==> src/rtl/add_arbiter_pkg.sv <==
// Shared types and default sizing for the add_arbiter block.
package add_arbiter_pkg;

  typedef enum logic {
    IDLE = 1'b0,
    FULL = 1'b1
  } arb_state_t;

  localparam int DEF_WIDTH = 8;
  localparam int DEF_NREQ  = 4;

endpackage : add_arbiter_pkg

==> src/rtl/add_arbiter_rr_arbiter.sv <==
// Combinational rotate-priority arbiter: the search starts just after the last
// granted index and wraps modulo N.
module rr_arbiter #(
  parameter  int N  = 4,
  localparam int IW = $clog2(N)
) (
  input  logic [N-1:0]  req,
  input  logic [IW-1:0] last,
  input  logic          en,
  output logic [N-1:0]  gnt,
  output logic [IW-1:0] gnt_idx,
  output logic          any
);

  // Scan from farthest to nearest so the nearest valid index after last wins.
  always_comb begin
    logic [IW-1:0] idx_v;
    gnt     = '0;
    gnt_idx = '0;
    any     = 1'b0;
    idx_v   = '0;
    for (int k = N; k >= 1; k--) begin
      idx_v = IW'((int'(last) + k) % N);
      if (en && req[idx_v]) begin
        gnt        = '0;
        gnt[idx_v] = 1'b1;
        gnt_idx    = idx_v;
        any        = 1'b1;
      end else begin
        gnt = gnt;
      end
    end
  end

endmodule : rr_arbiter

==> src/rtl/add_arbiter.sv <==
// One registered adder shared round-robin among NREQ valid/ready requesters,
// with a single ID-tagged response register that honours backpressure.
module add_arbiter
  import add_arbiter_pkg::*;
#(
  parameter  int WIDTH = DEF_WIDTH,
  parameter  int NREQ  = DEF_NREQ,
  localparam int ID_W  = $clog2(NREQ)
) (
  input  logic                        clk,
  input  logic                        rst_n,
  input  logic [NREQ-1:0]             req_valid,
  input  logic [NREQ-1:0][WIDTH-1:0]  req_a,
  input  logic [NREQ-1:0][WIDTH-1:0]  req_b,
  output logic [NREQ-1:0]             req_ready,
  output logic                        rsp_valid,
  output logic [ID_W-1:0]             rsp_id,
  output logic [WIDTH-1:0]            rsp_sum,
  output logic                        rsp_carry,
  input  logic                        rsp_ready
);

  arb_state_t       state_q, state_d;
  logic [ID_W-1:0]  last_q, last_d;
  logic [ID_W-1:0]  rsp_id_q, rsp_id_d;
  logic [WIDTH-1:0] rsp_sum_q, rsp_sum_d;
  logic             rsp_carry_q, rsp_carry_d;
  logic             rsp_valid_q, rsp_valid_d;

  logic [NREQ-1:0]  gnt_s;
  logic [ID_W-1:0]  gnt_idx_s;
  logic             any_s;
  logic             can_issue_s;
  logic             grant_en_s;
  logic [WIDTH:0]   sum_full_s;

  // The response slot frees up either when empty or when drained this cycle;
  // rst_n gating keeps the grant low while reset is held.
  assign can_issue_s = (state_q == IDLE) || rsp_ready;
  assign grant_en_s  = rst_n && can_issue_s;

  rr_arbiter #(.N(NREQ)) u_rr (
    .req     (req_valid),
    .last    (last_q),
    .en      (grant_en_s),
    .gnt     (gnt_s),
    .gnt_idx (gnt_idx_s),
    .any     (any_s)
  );

  assign sum_full_s = {1'b0, req_a[gnt_idx_s]} + {1'b0, req_b[gnt_idx_s]};

  // Next-state and response-register update.
  always_comb begin
    state_d     = state_q;
    last_d      = last_q;
    rsp_id_d    = rsp_id_q;
    rsp_sum_d   = rsp_sum_q;
    rsp_carry_d = rsp_carry_q;
    rsp_valid_d = rsp_valid_q;
    if (any_s) begin
      state_d     = FULL;
      last_d      = gnt_idx_s;
      rsp_id_d    = gnt_idx_s;
      {rsp_carry_d, rsp_sum_d} = sum_full_s;
      rsp_valid_d = 1'b1;
    end else begin
      case (state_q)
        IDLE: begin
          state_d     = IDLE;
          rsp_valid_d = 1'b0;
        end
        FULL: begin
          if (rsp_ready) begin
            state_d     = IDLE;
            rsp_valid_d = 1'b0;
          end else begin
            state_d     = FULL;
            rsp_valid_d = 1'b1;
          end
        end
        default: begin
          state_d     = IDLE;
          rsp_valid_d = 1'b0;
        end
      endcase
    end
  end

  // State, round-robin pointer and response register.
  always_ff @(posedge clk or negedge rst_n) begin
    if (!rst_n) begin
      state_q     <= IDLE;
      last_q      <= ID_W'(NREQ - 1);
      rsp_id_q    <= '0;
      rsp_sum_q   <= '0;
      rsp_carry_q <= 1'b0;
      rsp_valid_q <= 1'b0;
    end else begin
      state_q     <= state_d;
      last_q      <= last_d;
      rsp_id_q    <= rsp_id_d;
      rsp_sum_q   <= rsp_sum_d;
      rsp_carry_q <= rsp_carry_d;
      rsp_valid_q <= rsp_valid_d;
    end
  end

  assign req_ready = gnt_s;
  assign rsp_valid = rsp_valid_q;
  assign rsp_id    = rsp_id_q;
  assign rsp_sum   = rsp_sum_q;
  assign rsp_carry = rsp_carry_q;

endmodule : add_arbiter

==> config.mk <==
export PLATFORM = sky130hd
export DESIGN_NAME = add_arbiter
export DESIGN_NICKNAME = d
export VERILOG_FILES = /design/src/rtl/add_arbiter_pkg.sv /design/src/rtl/add_arbiter_rr_arbiter.sv /design/src/rtl/add_arbiter.sv
export SDC_FILE = /design/constraint.sdc
export NUM_CORES = 1
export LEC_CHECK = 0
export ABC_AREA = 1
export BUFFER_PORTS_ARGS = -buffer_cell sky130_fd_sc_hd__buf_4
export CORE_AREA = 2 2 57 81
export DETAILED_ROUTE_END_ITERATION = 12
export DIE_AREA = 0 0 59 83
export PLACE_DENSITY_LB_ADDON = 0.2
export SKIP_LAST_GASP = 1
export SYNTH_ARGS = -nofsm -noshare
export SYNTH_HDL_FRONTEND = slang
export SYNTH_HIERARCHICAL = 1
export SYNTH_SLANG_ARGS = --single-unit
==> constraint.sdc <==
create_clock -name clk -period 3.52 [get_ports clk]
set_input_delay 0.352 -clock clk [delete_from_list [all_inputs] [get_ports clk]]
set_output_delay 0.352 -clock clk [all_outputs]
set_load 0.005 [all_outputs]
# Yosys cells after proc, flatten, opt, wreduce, memory -nomap -nowiden
# Index checks and enable logic that the tools add are counted.
dict set report word_totals {
  register_bits 14
  in_bits 71
  output_inout_bits 16
  elab_cells 65
}
dict set report classes {
  addsub 5
  n_lt_le_gt_ge 9
  n_mux 35
  bitwise 1
  reduce_logical 10
}
# cell count
set op_table {}
lappend op_table {{8-bit binary-select mux with 2-bit select} 2}
lappend op_table {{4-bit 2-to-1 mux} 4}
lappend op_table {{8-bit 2-to-1 mux} 2}
lappend op_table {{2-bit by 3-bit < comparator with 1-bit output, second input constant} 5}
lappend op_table {{1-bit 2-to-1 mux} 14}
lappend op_table {{8-bit by 8-bit adder with 9-bit output} 1}
lappend op_table {{1-bit logical AND} 9}
lappend op_table {{1-bit binary-select mux with 2-bit select} 4}
lappend op_table {{1-bit demux with 2-bit select} 4}
lappend op_table {{2-bit by 1-bit >= comparator with 1-bit output, second input constant} 4}
lappend op_table {{2-bit 2-to-1 mux} 4}
lappend op_table {{2-bit by 1-bit adder with 2-bit output, second input constant} 2}
lappend op_table {{2-bit adder, second input constant} 2}
lappend op_table {{1-bit one-hot mux with 2 select lines} 1}
lappend op_table {{1-bit logical OR} 1}
lappend op_table {{1-bit NOT} 1}

# Longest topological paths before layout
# Gate-level depths: netlist of the first run.
dict set report logic_depth {
  depth_word 11
  ltp_mapped 23
  mapped_depth_nobuf 22
}

# By module
# The synthesis of the first run kept the hierarchy.
# mod n_inst cells_each area_each_um2 seq_area_each_um2
set modules_own_cells {}
lappend modules_own_cells {add_arbiter 1 201 1353.8 352.8}
lappend modules_own_cells {rr_arbiter 1 93 469.2 0.0}

# Worst setup path before layout of the first run
# No wires, ideal clock.
dict set report synth_timing {
  kind {reg-to-reg}
  startpoint {reg last_q[0]}
  endpoint {reg rsp_sum_q[6], in the netlist rsp_sum[6]}
  setup_ns 0.117
  arrival_time_ns 3.080
  t_required_ns 3.403
  slack_ns 0.323
  path_stages_with_launch 23
  path_buffers 1
  period_less_slack_ns 3.197
  cell_sequence {dfstp_2 inv_2 ha_1 inv_1 nand3_1 nand3_2 inv_2 nand2_1 nand2_1 nand2_1 nand2_1 inv_2 buf_2 nor2_1 o22ai_1 ha_1 fa_1 nand2_1 nand2_2 nand3b_4 nand3_1 nand3_1 nand2_1}
}
dict set report synth_via {
  elab_chain_cells 11
  elab_cells_between_ends 29
  classes_between {add/sub (5); mux (20); reduce/logical (4)}
}
# element line
set synth_rtl {}
lappend synth_rtl {{start, declared} add_arbiter.sv:24} ;# logic [ID_W-1:0] last_q, last_d;
lappend synth_rtl {{start signal, assigned} add_arbiter.sv:94} ;# last_q <= ID_W'(NREQ - 1);
lappend synth_rtl {{start signal, assigned} add_arbiter.sv:101} ;# last_q <= last_d;
lappend synth_rtl {{2-bit by 1-bit adder with 2-bit output} add_arbiter_rr_arbiter.sv:23} ;# idx_v = IW'((int'(last) + k) % N);
lappend synth_rtl {{1-bit binary-select mux with 2-bit select} add_arbiter_rr_arbiter.sv:24} ;# if (en && req[idx_v]) begin
lappend synth_rtl {{1-bit 2-to-1 mux (implied by the code)} add_arbiter_rr_arbiter.sv:24}
lappend synth_rtl {{1-bit logical AND} add_arbiter_rr_arbiter.sv:24}
lappend synth_rtl {{2-bit 2-to-1 mux (3 in a row)} add_arbiter_rr_arbiter.sv:24}
lappend synth_rtl {{2-bit 2-to-1 mux (*)} add_arbiter_rr_arbiter.sv:24}
lappend synth_rtl {{via gnt_idx_s[0]} add_arbiter.sv:31} ;# logic [ID_W-1:0] gnt_idx_s;
lappend synth_rtl {{8-bit binary-select mux with 2-bit select} add_arbiter.sv:51} ;# assign sum_full_s = {1'b0, req_a[gnt_idx_s]} + {1'b0, req_b[gnt_idx_s]};
lappend synth_rtl {{8-bit 2-to-1 mux (implied by the code)} add_arbiter.sv:51}
lappend synth_rtl {{8-bit by 8-bit adder with 9-bit output (*)} add_arbiter.sv:51}
lappend synth_rtl {{end signal, assigned} add_arbiter.sv:103} ;# rsp_sum_q <= rsp_sum_d;
lappend synth_rtl {{end, declared} add_arbiter.sv:26} ;# logic [WIDTH-1:0] rsp_sum_q, rsp_sum_d;
# Mark *: on every way through the listed nets, which the timed path passes. The rest lies on a longest branch. The select of a mux whose other input is x is not followed.
# A chain may end at the register's enable or synchronous reset.

# Worst setup path in the final report of the first run
dict set report layout_timing {
  startpoint {reg last_q[1]}
  endpoint {reg rsp_sum_q[6], in the netlist rsp_sum[6]}
}
# The elaborated chain is that of the path after synthesis.

==> flow_results.xml, run 1 <==
<?xml version="1.0" encoding="UTF-8"?>
<metrics>
  <group name="status">
    <metric name="status" unit="">finished clean</metric>
  </group>
  <group name="drt">
    <metric name="vias" unit="">2269</metric>
    <metric name="remaining_design_rule_violation_count" unit="">0</metric>
    <metric name="finalWirelength" unit="mm">5.286</metric>
    <metric name="avgViaCountPerCell" unit="">5.326</metric>
    <metric name="drtAntennaViolNets" unit="">0</metric>
    <metric name="routedWlPerCell" unit="um">12.41</metric>
    <metric name="drt_first_iter_violations" unit="">79</metric>
    <metric name="drt_pre_antenna_iters" unit="">4</metric>
  </group>
  <group name="setup_path">
    <metric name="critical_path.cell_chain" unit="">inv_1, ha_4, nand3_1, nand3_4, inv_2, nand2_1, nand2_1, nand2_1, nand2_2, buf_12, o21ai_0, o22ai_1, ha_1, fa_1, nand2_1, nand2_2, nand3b_4, nand3_1, nand3_1, nand2_1</metric>
    <metric name="cp.depth" unit="">20</metric>
    <metric name="worst-endpoint-arrival" unit="ns">3.39</metric>
    <metric name="critical-path-top-cell-by-count" unit="">sky130_fd_sc_hd__nand2_1</metric>
    <metric name="worst-r2r-cell-count" unit="">20</metric>
    <metric name="cp.required" unit="ns">3.65</metric>
    <metric name="cpLargestDelayFamily" unit="">simple AND/OR/NAND/NOR gates</metric>
    <metric name="timing.critical_path.fanout_max" unit="">32</metric>
    <metric name="critPathSlowestCell" unit="">sky130_fd_sc_hd__dfstp_2</metric>
    <metric name="critical_path_buf_inv_count" unit="">3</metric>
    <metric name="slowest_delay" unit="ns">0.52</metric>
    <metric name="cp-start-kind" unit="">flip-flop</metric>
    <metric name="worst_setup_path_end_kind" unit="">flip-flop</metric>
    <metric name="critical_path_class" unit="">reg2reg</metric>
  </group>
  <group name="power_and_ir_drop">
    <metric name="internal_power" unit="W">0.001464</metric>
    <metric name="max_ir_drop_vdd" unit="V">0.0005612</metric>
    <metric name="leakagePower" unit="nW">1.399</metric>
    <metric name="netSwitchingFraction" unit="%">52.15</metric>
    <metric name="p_clk_share" unit="%">4.3</metric>
    <metric name="netSwitchingPower" unit="W">0.001596</metric>
    <metric name="power_density" unit="nW/um2">1167</metric>
    <metric name="power.combinational.fraction" unit="%">85.9</metric>
    <metric name="p_total" unit="W">0.003060</metric>
    <metric name="share_seq_of_total_power" unit="%">9.9</metric>
  </group>
  <group name="synthesis">
    <metric name="synth.cell_area" unit="um2">1823</metric>
    <metric name="postSynthAreaPerCell" unit="um2">6.201</metric>
    <metric name="synth.distinct_cells" unit="">26</metric>
    <metric name="number_of_cells_produced_by_synthesis" unit="">294</metric>
    <metric name="postSynthRegisterBits" unit="">14</metric>
    <metric name="synth_warn" unit="">6</metric>
    <metric name="syn-num-nets" unit="">378</metric>
    <metric name="synth_seq_area_share" unit="%">19.35</metric>
  </group>
  <group name="clock_tree">
    <metric name="clkSlewWorstSetupHoldPaths" unit="ns">0.06</metric>
    <metric name="clock-sinks" unit="">14</metric>
    <metric name="cts_tree" unit="">built</metric>
    <metric name="cts_buffers" unit="">3</metric>
    <metric name="htree_levels" unit="">1</metric>
    <metric name="cts-root-to-sink-buffers" unit="">2</metric>
    <metric name="clock_insertion_delay_worst_skew" unit="ns">0.24</metric>
    <metric name="clock-root-buffer" unit="">sky130_fd_sc_hd__clkbuf_8</metric>
  </group>
  <group name="sta">
    <metric name="worst_pin_slew" unit="ns">0.5170</metric>
    <metric name="setup-violations-final" unit="">0</metric>
    <metric name="report.final.hold_viol_count" unit="">0</metric>
    <metric name="clock_skew_after_layout" unit="ns">0.004665</metric>
    <metric name="finalWorstPathRequiredPeriod" unit="ns">3.263</metric>
    <metric name="final_critical_path_setup_slack" unit="ns">0.2575</metric>
    <metric name="fmaxAchievable" unit="GHz">0.3065</metric>
    <metric name="relSlewSlack" unit="%">65.53</metric>
    <metric name="final_max_slew_viol_count" unit="">0</metric>
    <metric name="hold-worst-slack" unit="ns">0.05023</metric>
    <metric name="final_min_period_over_clock_period" unit="%">92.68</metric>
  </group>
  <group name="cells_and_area">
    <metric name="layout-area-overhead-vs-synth" unit="%">43.79</metric>
    <metric name="final_cell_mix" unit="">93 x sky130_fd_sc_hd__buf_4, 75 x sky130_fd_sc_hd__nand2_1, 50 x sky130_fd_sc_hd__nor2_1</metric>
    <metric name="num-nets-final" unit="">466</metric>
    <metric name="final_antenna_diode_count" unit="">0</metric>
    <metric name="layoutNonFillerInstCount" unit="">426</metric>
    <metric name="final_layout_size_suffix_gt1_share" unit="%">33.86</metric>
    <metric name="final_common_cell" unit="">sky130_fd_sc_hd__buf_4</metric>
  </group>
  <group name="grt">
    <metric name="total_gr_overflow" unit="">0</metric>
    <metric name="vias_in_the_first_global_route" unit="">2168</metric>
    <metric name="pin_count_of_the_biggest_net_entering_global_routing" unit="">33</metric>
    <metric name="grt_pass1_wl" unit="mm">8.887</metric>
    <metric name="grt_antenna_before_repair" unit="">0</metric>
    <metric name="grt_use_total" unit="%">21.87</metric>
  </group>
  <group name="place">
    <metric name="placed_cells" unit="">420</metric>
    <metric name="gp_routability_congestion" unit="">0.8756</metric>
    <metric name="dp_slack" unit="ns">0.1264</metric>
    <metric name="dp_hpwl" unit="mm">4.348</metric>
    <metric name="numPortBuffers" unit="">86</metric>
  </group>
  <group name="die">
    <metric name="effective_utilization_at_floorplan" unit="%">44.10</metric>
    <metric name="chipWidth" unit="um">59</metric>
    <metric name="core" unit="um2">4134</metric>
    <metric name="die_ar" unit="um2">4897</metric>
    <metric name="floorplan.die.height" unit="um">83</metric>
    <metric name="rows" unit="">28</metric>
    <metric name="io_pins" unit="">87</metric>
  </group>
  <group name="hold_path">
    <metric name="min-delay-path-class" unit="">in2async</metric>
  </group>
  <group name="flow_run">
    <metric name="cap_viol_max_count" unit="">0</metric>
  </group>
</metrics>
-- power groups by stage --
stage	registers, W	clock network [W]	logic [W]
5_1_grt	0.000312	0.000142	0.00297
4_1_cts	0.000302	0.000132	0.00250
6_report	0.000302	0.000130	0.00263
3_3_place_gp	0.000304	0	0.00243
3_5_place_dp	0.000305	0	0.00248
2_1_floorplan	0.000315	0	0.00188
-- synthesized netlist by cell type --
cell	count	area share [%]
sky130_fd_sc_hd__a211oi_1	1	0.41
sky130_fd_sc_hd__a21oi_1	5	1.4
sky130_fd_sc_hd__buf_2	7	1.9
sky130_fd_sc_hd__buf_4	4	1.6
sky130_fd_sc_hd__buf_6	1	0.62
sky130_fd_sc_hd__dfrtp_1	12	16
sky130_fd_sc_hd__dfstp_2	2	2.9
sky130_fd_sc_hd__fa_1	1	1.1
sky130_fd_sc_hd__ha_1	12	8.2
sky130_fd_sc_hd__inv_1	18	3.7
sky130_fd_sc_hd__inv_2	4	0.82
sky130_fd_sc_hd__nand2_1	77	16
sky130_fd_sc_hd__nand2_2	5	1.7
sky130_fd_sc_hd__nand3_1	24	6.6
sky130_fd_sc_hd__nand3_2	5	2.7
sky130_fd_sc_hd__nand3_4	1	0.96
sky130_fd_sc_hd__nand3b_4	2	2.2
sky130_fd_sc_hd__nand4_1	5	1.7
sky130_fd_sc_hd__nor2_1	50	10
sky130_fd_sc_hd__nor2_2	2	0.69
sky130_fd_sc_hd__o21a_1	1	0.41
sky130_fd_sc_hd__o21ai_0	8	2.2
sky130_fd_sc_hd__o21ai_1	29	8.0
sky130_fd_sc_hd__o22ai_1	13	4.5
sky130_fd_sc_hd__o22ai_2	3	2.1
sky130_fd_sc_hd__or2_4	2	0.96
-- metal layers --
layer / wire length, um / track usage (%) / share of wire [%]
met5: 0 / 0 / 0
met4: 33 / 2.893 / 0.62
met3: 265 / 1.558 / 5.0
met2: 3021 / 44.75 / 57
met1: 1966 / 23.23 / 37
-- cell families (layout without fill, tap and decap cells) --
family	count (synthesis)	in the layout	share of synthesized area [%]
adders and majority gates	13	13	9.334
buffers and inverters	34	121	8.716
AOI/OAI and AO/OA	60	60	18.87
DFF	14	14	19.35
and+or+nand+nor	173	173	43.72
-- what timing repair did --
action                     in CTS  in global routing
buffers inserted                0                  2
setup endpoints to repair       0                  6
hold buffers                    0                  0
gates resized for setup         0                  7
-- per-stage QoR --
| step | cell area [um2] | utilization, % | setup TNS (ns) |
|---|---|---|---|
| 5_1_grt | 2621 | 63.41 | -0.03012 |
| 3_5_place_dp | 2514 | 60.81 | 0 |
| 4_1_cts | 2559 | 61.89 | 0 |
| 3_3_place_gp | 2514 | 60.81 | 0 |
| 2_1_floorplan | 1823 | - | 0 |
| 6_report | 2621 | 63.41 | 0 |
-- sequential cells by signal, summed over array words and instances (netlist names) --
register   count
rsp_carry      1
rsp_id         2
last_q         2
rsp_valid      1
rsp_sum        8
-- worst paths after layout --
check / startpoint / to / slack, ns
min: rst_n / rsp_sum[5] / 0.05
max reg2reg: last_q[1] / rsp_sum[6] / 0.26
min in group clk: rsp_ready / rsp_valid / 0.31
max in group asynchronous: rst_n / last_q[0] / 3.23
max: last_q[1] / rsp_sum[6] / 0.26
min reg2reg: rsp_sum[1] / rsp_sum[1] / 0.48
-- cell type report --
| type | count | area [um2] |
|---|---|---|
| tap | 45 | 56.30 |
| multi-input combinational | 246 | 1355 |
| inverter | 22 | 82.58 |
| sequential | 14 | 352.8 |
| fill | 406 | 1513 |
| clock buffer | 4 | 45.04 |
| timing repair buffer | 95 | 729.5 |
Note: power is estimated with default switching activity, not from simulation.
==> inputs of run 2 (changes only) <==
--- a/config.mk
+++ b/config.mk
@@ -8,6 +8,7 @@
 export ABC_AREA = 1
 export BUFFER_PORTS_ARGS = -buffer_cell sky130_fd_sc_hd__buf_4
 export CORE_AREA = 2 2 57 81
+export CTS_BUF_LIST = sky130_fd_sc_hd__clkbuf_8
 export DETAILED_ROUTE_END_ITERATION = 12
 export DIE_AREA = 0 0 59 83
 export PLACE_DENSITY_LB_ADDON = 0.2
==> run 2 against run 1 <==
Against the previous run:
- power about the same
- register-to-register slack hardly changed
- sequential cell count did not move
- fmax barely moved
- largest power group unchanged
- count of clock-buffer cells in the layout down 1
- wire length did not move
- worst setup slack is essentially flat
==> flow_results.xml, run 2 (synthesis results as in run 1) <==
<?xml version="1.0" encoding="UTF-8"?>
<metrics>
  <group name="grt">
    <metric name="vias_in_the_first_global_route" unit="">2168</metric>
    <metric name="grt_pass1_wl" unit="mm">8.887</metric>
    <metric name="total_gr_overflow" unit="">0</metric>
    <metric name="pin_count_of_the_biggest_net_entering_global_routing" unit="">33</metric>
    <metric name="grt_use_total" unit="%">21.87</metric>
    <metric name="grt_antenna_before_repair" unit="">0</metric>
  </group>
  <group name="place">
    <metric name="place_area" unit="um2">2514</metric>
    <metric name="numPortBuffers" unit="">86</metric>
    <metric name="dp_hpwl" unit="mm">4.348</metric>
    <metric name="placed_cells" unit="">420</metric>
    <metric name="dp_slack" unit="ns">0.1264</metric>
    <metric name="gp_routability_congestion" unit="">0.8756</metric>
  </group>
  <group name="setup_path">
    <metric name="worst_setup_path_end_kind" unit="">flip-flop</metric>
    <metric name="critical_path_buf_inv_count" unit="">3</metric>
    <metric name="critical_path_class" unit="">reg2reg</metric>
    <metric name="worst-r2r-cell-count" unit="">20</metric>
    <metric name="critical_path.cell_chain" unit="">inv_1, ha_4, nand3_1, nand3_4, inv_2, nand2_1, nand2_1, nand2_1, nand2_2, buf_12, o21ai_0, o22ai_1, ha_1, fa_1, nand2_1, nand2_2, nand3b_4, nand3_1, nand3_1, nand2_1</metric>
    <metric name="critPathSlowestCell" unit="">sky130_fd_sc_hd__dfstp_2</metric>
    <metric name="worst_reg_to_reg_setup_slack" unit="ns">0.26</metric>
    <metric name="rr_endpoint" unit="">rsp_sum[6]</metric>
    <metric name="cp-start-kind" unit="">flip-flop</metric>
    <metric name="critical-path-top-cell-by-count" unit="">sky130_fd_sc_hd__nand2_1</metric>
    <metric name="cp.required" unit="ns">3.65</metric>
    <metric name="timing.rr.start" unit="">last_q[1]</metric>
    <metric name="timing.critical_path.fanout_max" unit="">32</metric>
    <metric name="cpLargestDelayFamily" unit="">simple AND/OR/NAND/NOR gates</metric>
    <metric name="slowest_delay" unit="ns">0.52</metric>
    <metric name="worst-endpoint-arrival" unit="ns">3.39</metric>
  </group>
  <group name="cells_and_area">
    <metric name="final_common_cell" unit="">sky130_fd_sc_hd__buf_4</metric>
    <metric name="sequential_cell_area_in_the_final_layout" unit="um2">352.8</metric>
    <metric name="final_core_util" unit="%">63.41</metric>
    <metric name="final_cell_mix" unit="">93 x sky130_fd_sc_hd__buf_4, 75 x sky130_fd_sc_hd__nand2_1, 50 x sky130_fd_sc_hd__nor2_1</metric>
    <metric name="num-nets-final" unit="">466</metric>
    <metric name="largest_register_ff_count" unit="">8</metric>
    <metric name="final_layout_size_suffix_gt1_share" unit="%">33.86</metric>
    <metric name="layout-area-overhead-vs-synth" unit="%">43.79</metric>
    <metric name="multi_input_comb_area" unit="um2">1355</metric>
    <metric name="final_antenna_diode_count" unit="">0</metric>
    <metric name="filler_cell_count" unit="">406</metric>
    <metric name="layoutNonFillerInstCount" unit="">426</metric>
    <metric name="final_standard_cell_area_without_fillers" unit="um2">2621</metric>
  </group>
  <group name="sta">
    <metric name="finalWorstPathRequiredPeriod" unit="ns">3.262</metric>
    <metric name="clock_skew_after_layout" unit="ns">0.005042</metric>
    <metric name="setup-violations-final" unit="">0</metric>
    <metric name="relSlewSlack" unit="%">65.53</metric>
    <metric name="final_critical_path_setup_slack" unit="ns">0.2580</metric>
    <metric name="fmaxAchievable" unit="GHz">0.3066</metric>
    <metric name="report.final.hold_viol_count" unit="">0</metric>
    <metric name="final_max_slew_viol_count" unit="">0</metric>
    <metric name="worst_pin_slew" unit="ns">0.5170</metric>
    <metric name="final_min_period_over_clock_period" unit="%">92.67</metric>
  </group>
  <group name="drt">
    <metric name="routedWlPerCell" unit="um">12.41</metric>
    <metric name="vias" unit="">2269</metric>
    <metric name="drtAntennaViolNets" unit="">0</metric>
    <metric name="remaining_design_rule_violation_count" unit="">0</metric>
    <metric name="drt_pre_antenna_iters" unit="">4</metric>
    <metric name="drt_first_iter_violations" unit="">79</metric>
    <metric name="finalWirelength" unit="mm">5.286</metric>
    <metric name="avgViaCountPerCell" unit="">5.326</metric>
  </group>
  <group name="status">
    <metric name="status" unit="">finished clean</metric>
  </group>
  <group name="die">
    <metric name="core" unit="um2">4134</metric>
    <metric name="effective_utilization_at_floorplan" unit="%">44.10</metric>
    <metric name="chipWidth" unit="um">59</metric>
    <metric name="die_ar" unit="um2">4897</metric>
    <metric name="rows" unit="">28</metric>
    <metric name="io_pins" unit="">87</metric>
    <metric name="floorplan.die.height" unit="um">83</metric>
  </group>
  <group name="power_and_ir_drop">
    <metric name="leakagePower" unit="nW">1.404</metric>
    <metric name="power_density" unit="nW/um2">1166</metric>
    <metric name="max_ir_drop_vdd" unit="V">0.0005613</metric>
    <metric name="p_total" unit="W">0.003057</metric>
  </group>
  <group name="hold_path">
    <metric name="min-delay-path-class" unit="">in2async</metric>
  </group>
  <group name="clock_tree">
    <metric name="cts-root-to-sink-buffers" unit="">2</metric>
    <metric name="clock-sinks" unit="">14</metric>
    <metric name="clkSlewWorstSetupHoldPaths" unit="ns">0.06</metric>
    <metric name="clock_insertion_delay_worst_skew" unit="ns">0.24</metric>
    <metric name="cts_tree" unit="">built</metric>
    <metric name="htree_levels" unit="">1</metric>
    <metric name="cts_buffers" unit="">3</metric>
    <metric name="clock-root-buffer" unit="">sky130_fd_sc_hd__clkbuf_8</metric>
  </group>
  <group name="flow_run">
    <metric name="cap_viol_max_count" unit="">0</metric>
  </group>
</metrics>
-- run 2: cell types whose count changed in the layout (fill, tap and decap cells not counted) --
cell	delta
sky130_fd_sc_hd__clkbuf_1	-1
sky130_fd_sc_hd__inv_1	+1
-- run 2: repair_timing --
item | 4_1_cts | 5_1_grt
endpoints found under the setup margin | 0 | 6
gates resized for setup | 0 | 7
buffers inserted | 0 | 2
hold buffers | 0 | 0
-- run 2: report_power, final --
| group | switching, W | total [W] | leakage [nW] | internal (W) |
|---|---|---|---|---|
| logic | 0.00150 | 0.00263 | 1.21 | 0.00113 |
| registers | 0.0000429 | 0.000302 | 0.165 | 0.000259 |
| clock network | 0.0000510 | 0.000128 | 0.0269 | 0.0000768 |
-- run 2: worst reg2reg max path, cell delays in order, from the launching register on --
cell and delay (ns):
sky130_fd_sc_hd__dfstp_2 0.52, sky130_fd_sc_hd__inv_1 0.12, sky130_fd_sc_hd__ha_4 0.31, sky130_fd_sc_hd__nand3_1 0.16, sky130_fd_sc_hd__nand3_4 0.15, sky130_fd_sc_hd__inv_2 0.08
sky130_fd_sc_hd__nand2_1 0.06, sky130_fd_sc_hd__nand2_1 0.05, sky130_fd_sc_hd__nand2_1 0.06, sky130_fd_sc_hd__nand2_2 0.09, sky130_fd_sc_hd__buf_12 0.17, sky130_fd_sc_hd__o21ai_0 0.17
sky130_fd_sc_hd__o22ai_1 0.10, sky130_fd_sc_hd__ha_1 0.23, sky130_fd_sc_hd__fa_1 0.38, sky130_fd_sc_hd__nand2_1 0.11, sky130_fd_sc_hd__nand2_2 0.09, sky130_fd_sc_hd__nand3b_4 0.09
sky130_fd_sc_hd__nand3_1 0.07, sky130_fd_sc_hd__nand3_1 0.09, sky130_fd_sc_hd__nand2_1 0.06
-- run 2: how the worst max path moves through the flow --
stage / from / to / slack (ns) / cells after the start
2_1_floorplan: last_q[0] / rsp_sum[6] / 0.32 / 22
3_3_place_gp: last_q[1] / rsp_sum[6] / 0.20 / 21
3_5_place_dp: last_q[1] / rsp_sum[7] / 0.13 / 21
4_1_cts: last_q[1] / rsp_sum[7] / 0.11 / 21
5_1_grt: rsp_valid / rsp_sum[6] / -0.03 / 19
6_report: last_q[1] / rsp_sum[6] / 0.26 / 20
-- run 2: routing by layer --
metal | part of all wire [%] | GRT usage, % | wire, um | vias up
li1 | - | - | - | 1156
met1 | 37 | 23.23 | 1966 | 1029
met2 | 57 | 44.75 | 3020 | 80
met3 | 5.0 | 1.558 | 265 | 4
met4 | 0.62 | 2.893 | 33 | 0
met5 | 0 | 0 | 0 | -
-- run 2: metrics by stage --
step | TNS [ns] | hold WS [ns]
final | 0 | 0.04966
after global routing | -0.03014 | 0.07010
after CTS | 0 | 0.05724
after detailed placement | 0 | 0.3108
after global placement | 0 | 0.3057
after floorplan | 0 | 0.05641
-- run 2: area by class of cell --
| cell class | instances | area share, % |
|---|---|---|
| repair buffers | 95 | 27.83 |
| clock buffers | 3 | 1.575 |
| flip-flops and latches | 14 | 13.46 |
| multi-input cells | 246 | 51.69 |
| well taps | 45 | 2.148 |
| inverters | 22 | 3.150 |
| clock inverters | 1 | 0.1432 |
==> inputs of run 3 (changes only) <==
==> constraint.sdc (replaced) <==
create_clock -name clk -period 3.52 [get_ports clk]
set_input_delay 0.88 -clock clk [delete_from_list [all_inputs] [get_ports clk]]
set_output_delay 0.88 -clock clk [all_outputs]
set_load 0.005 [all_outputs]
==> run 3 against run 2 <==
Against the previous run:
- sequential cell count unchanged
- wire length decreased by 1.8%
- critical path depth rose by 1
- sequential power barely moved
- hold slack improved by 0.43 ns
- final cell count grew 1.2%
- core utilization increased by 0.64 points
- clock skew shrank 0.0035 ns
==> flow_results.xml, run 3 (synthesis results as in run 1) <==
<?xml version="1.0" encoding="UTF-8"?>
<metrics>
  <group name="clock_tree">
    <metric name="cts-root-to-sink-buffers" unit="">2</metric>
    <metric name="clock-sinks" unit="">14</metric>
    <metric name="cts_buffers" unit="">3</metric>
    <metric name="clkSlewWorstSetupHoldPaths" unit="ns">0.06</metric>
    <metric name="number_of_buffers_inserted_by_post_cts_setup_repair" unit="">0</metric>
    <metric name="cts_tree" unit="">built</metric>
    <metric name="clock_insertion_delay_worst_skew" unit="ns">0.25</metric>
    <metric name="clock-root-buffer" unit="">sky130_fd_sc_hd__clkbuf_8</metric>
    <metric name="htree_levels" unit="">1</metric>
  </group>
  <group name="die">
    <metric name="chipWidth" unit="um">59</metric>
    <metric name="io_pins" unit="">87</metric>
    <metric name="die_ar" unit="um2">4897</metric>
    <metric name="effective_utilization_at_floorplan" unit="%">44.10</metric>
    <metric name="floorplan.die.height" unit="um">83</metric>
    <metric name="core" unit="um2">4134</metric>
    <metric name="rows" unit="">28</metric>
  </group>
  <group name="drt">
    <metric name="drt_pre_antenna_iters" unit="">4</metric>
    <metric name="drt_first_iter_violations" unit="">77</metric>
    <metric name="avgViaCountPerCell" unit="">5.188</metric>
    <metric name="remaining_design_rule_violation_count" unit="">0</metric>
    <metric name="vias" unit="">2236</metric>
    <metric name="routedWlPerCell" unit="um">12.05</metric>
    <metric name="finalWirelength" unit="mm">5.193</metric>
    <metric name="drtAntennaViolNets" unit="">0</metric>
  </group>
  <group name="cells_and_area">
    <metric name="filler_cell_count" unit="">406</metric>
    <metric name="final_common_cell" unit="">sky130_fd_sc_hd__buf_4</metric>
    <metric name="num-nets-final" unit="">471</metric>
    <metric name="layout-area-overhead-vs-synth" unit="%">45.23</metric>
    <metric name="final_antenna_diode_count" unit="">0</metric>
    <metric name="largest_register_ff_count" unit="">8</metric>
    <metric name="final_layout_size_suffix_gt1_share" unit="%">34.72</metric>
    <metric name="final_cell_mix" unit="">99 x sky130_fd_sc_hd__buf_4, 75 x sky130_fd_sc_hd__nand2_1, 50 x sky130_fd_sc_hd__nor2_1</metric>
    <metric name="final_core_util" unit="%">64.04</metric>
  </group>
  <group name="setup_path">
    <metric name="worst_setup_path_end_kind" unit="">flip-flop</metric>
    <metric name="critical_path_class" unit="">reg2reg</metric>
    <metric name="crit_path_end" unit="">rsp_sum[6]</metric>
    <metric name="worst-endpoint-arrival" unit="ns">3.31</metric>
    <metric name="cp.required" unit="ns">3.66</metric>
    <metric name="timing.critical_path.fanout_max" unit="">9</metric>
    <metric name="worst_reg_to_reg_setup_slack" unit="ns">0.35</metric>
    <metric name="rr_endpoint" unit="">rsp_sum[6]</metric>
    <metric name="startpoint" unit="">last_q[0]</metric>
    <metric name="worst-r2r-cell-count" unit="">21</metric>
    <metric name="timing.rr.start" unit="">last_q[0]</metric>
    <metric name="cp-start-kind" unit="">flip-flop</metric>
  </group>
  <group name="sta">
    <metric name="fmaxAchievable" unit="GHz">0.3154</metric>
    <metric name="final_max_slew_viol_count" unit="">0</metric>
    <metric name="relSlewSlack" unit="%">74.14</metric>
    <metric name="report.final.hold_viol_count" unit="">0</metric>
    <metric name="rsz0062_at_grt" unit="">false</metric>
    <metric name="worst_pin_slew" unit="ns">0.3875</metric>
    <metric name="clock_skew_after_layout" unit="ns">0.001516</metric>
    <metric name="final_min_period_over_clock_period" unit="%">90.07</metric>
    <metric name="hold-worst-slack" unit="ns">0.4804</metric>
    <metric name="totalNegativeSetupSlack" unit="ns">0</metric>
    <metric name="finalWorstPathRequiredPeriod" unit="ns">3.170</metric>
    <metric name="setup-violations-final" unit="">0</metric>
  </group>
  <group name="status">
    <metric name="status" unit="">finished clean</metric>
  </group>
  <group name="grt">
    <metric name="vias_in_the_first_global_route" unit="">2136</metric>
    <metric name="groute.layer.met2.usage" unit="%">41.92</metric>
    <metric name="pin_count_of_the_biggest_net_entering_global_routing" unit="">28</metric>
    <metric name="gr_busiest_metal" unit="">met2</metric>
    <metric name="met1_usage" unit="%">23.14</metric>
    <metric name="grt_antenna_before_repair" unit="">0</metric>
    <metric name="grt_use_total" unit="%">21.90</metric>
    <metric name="total_gr_overflow" unit="">0</metric>
    <metric name="globalRouteMet3Util" unit="%">2.336</metric>
    <metric name="grt_pass1_wl" unit="mm">8.769</metric>
  </group>
  <group name="place">
    <metric name="gp_routability_congestion" unit="">0.8486</metric>
    <metric name="numPortBuffers" unit="">86</metric>
    <metric name="dp_hpwl" unit="mm">4.429</metric>
  </group>
  <group name="power_and_ir_drop">
    <metric name="power_density" unit="nW/um2">1130</metric>
    <metric name="max_ir_drop_vdd" unit="V">0.0006295</metric>
    <metric name="leakagePower" unit="nW">1.429</metric>
  </group>
  <group name="hold_path">
    <metric name="min-delay-path-class" unit="">reg2reg</metric>
  </group>
  <group name="flow_run">
    <metric name="cap_viol_max_count" unit="">0</metric>
  </group>
</metrics>
-- run 3: cell types whose count changed in the layout (fill, tap and decap cells not counted), sizes merged --
| cell | change |
|---|---|
| clkbuf | +1 |
| inv | -1 |
| buf | +5 |
-- run 3: area by class of cell --
class / instances / area, um2 / area share [%]
multi-input combinational: 246 / 1335 / 50.43
timing repair buffer: 100 / 763.2 / 28.83
sequential: 14 / 352.8 / 13.33
inverter: 22 / 85.08 / 3.214
tap: 45 / 56.30 / 2.127
clock buffer: 4 / 55.05 / 2.079
-- run 3: routing by layer --
metal / part of all wire (%) / wire length (um) / vias up
met5: 0 / 0 / -
met2: 55 / 2843 / 77
met3: 5.0 / 261 / 13
li1: - / - / 1167
met4: 2.8 / 144 / 0
met1: 37 / 1945 / 979
-- run 3: worst max-delay path, stage by stage (launching register included) --
cell	delay, ns
sky130_fd_sc_hd__dfstp_2	0.54
sky130_fd_sc_hd__inv_2	0.09
sky130_fd_sc_hd__ha_4	0.29
sky130_fd_sc_hd__inv_1	0.06
sky130_fd_sc_hd__nand3_1	0.11
sky130_fd_sc_hd__nand3_2	0.11
sky130_fd_sc_hd__inv_2	0.10
sky130_fd_sc_hd__nand2_1	0.05
sky130_fd_sc_hd__nand2_1	0.05
sky130_fd_sc_hd__nand2_1	0.08
sky130_fd_sc_hd__nand2_4	0.13
sky130_fd_sc_hd__inv_2	0.08
sky130_fd_sc_hd__o21ai_0	0.17
sky130_fd_sc_hd__o22ai_1	0.10
sky130_fd_sc_hd__ha_1	0.23
sky130_fd_sc_hd__fa_1	0.39
sky130_fd_sc_hd__nand2_1	0.12
sky130_fd_sc_hd__nand2_2	0.09
sky130_fd_sc_hd__nand3b_4	0.09
sky130_fd_sc_hd__nand3_1	0.07
sky130_fd_sc_hd__nand3_1	0.08
sky130_fd_sc_hd__nand2_1	0.05
-- run 3: power breakdown --
group,switching (W),total (W),internal [W]
Sequential,0.0000428,0.000302,0.000259
Clock,0.0000573,0.000156,0.0000991
Combinational,0.00146,0.00253,0.00108
Total,0.00156,0.00299,0.00144
-- run 3: worst min path at each step --
stage	start	end	cells past startpoint
global placement	rsp_sum[0]	rsp_sum[0]	2
floorplan	rsp_id[0]	rsp_id[0]	2
detailed placement	rsp_sum[5]	rsp_sum[5]	2
finish	rsp_id[1]	rsp_id[1]	2
global route	rsp_id[0]	rsp_id[0]	2
CTS	rsp_id[1]	rsp_id[1]	2
-- run 3: timing repair --
item	CTS	global route
hold buffers	0	0
endpoints found under the hold margin	0	0
setup endpoints to repair	0	6
resized for setup	0	6
-- run 3: stage by stage --
| stage | setup WS (ns) | instance area, um2 | total power [W] | cells |
|---|---|---|---|---|
| floorplan | 0.2258 | 1823 | 0.002190 | 294 |
| global placement | 0.005800 | 2566 | 0.002777 | 427 |
| detailed placement | -0.08366 | 2566 | 0.002822 | 427 |
| CTS | 0.1150 | 2621 | 0.002995 | 431 |
| global route | 0.05648 | 2648 | 0.003353 | 431 |
| finish | 0.3497 | 2648 | 0.002993 | 431 |
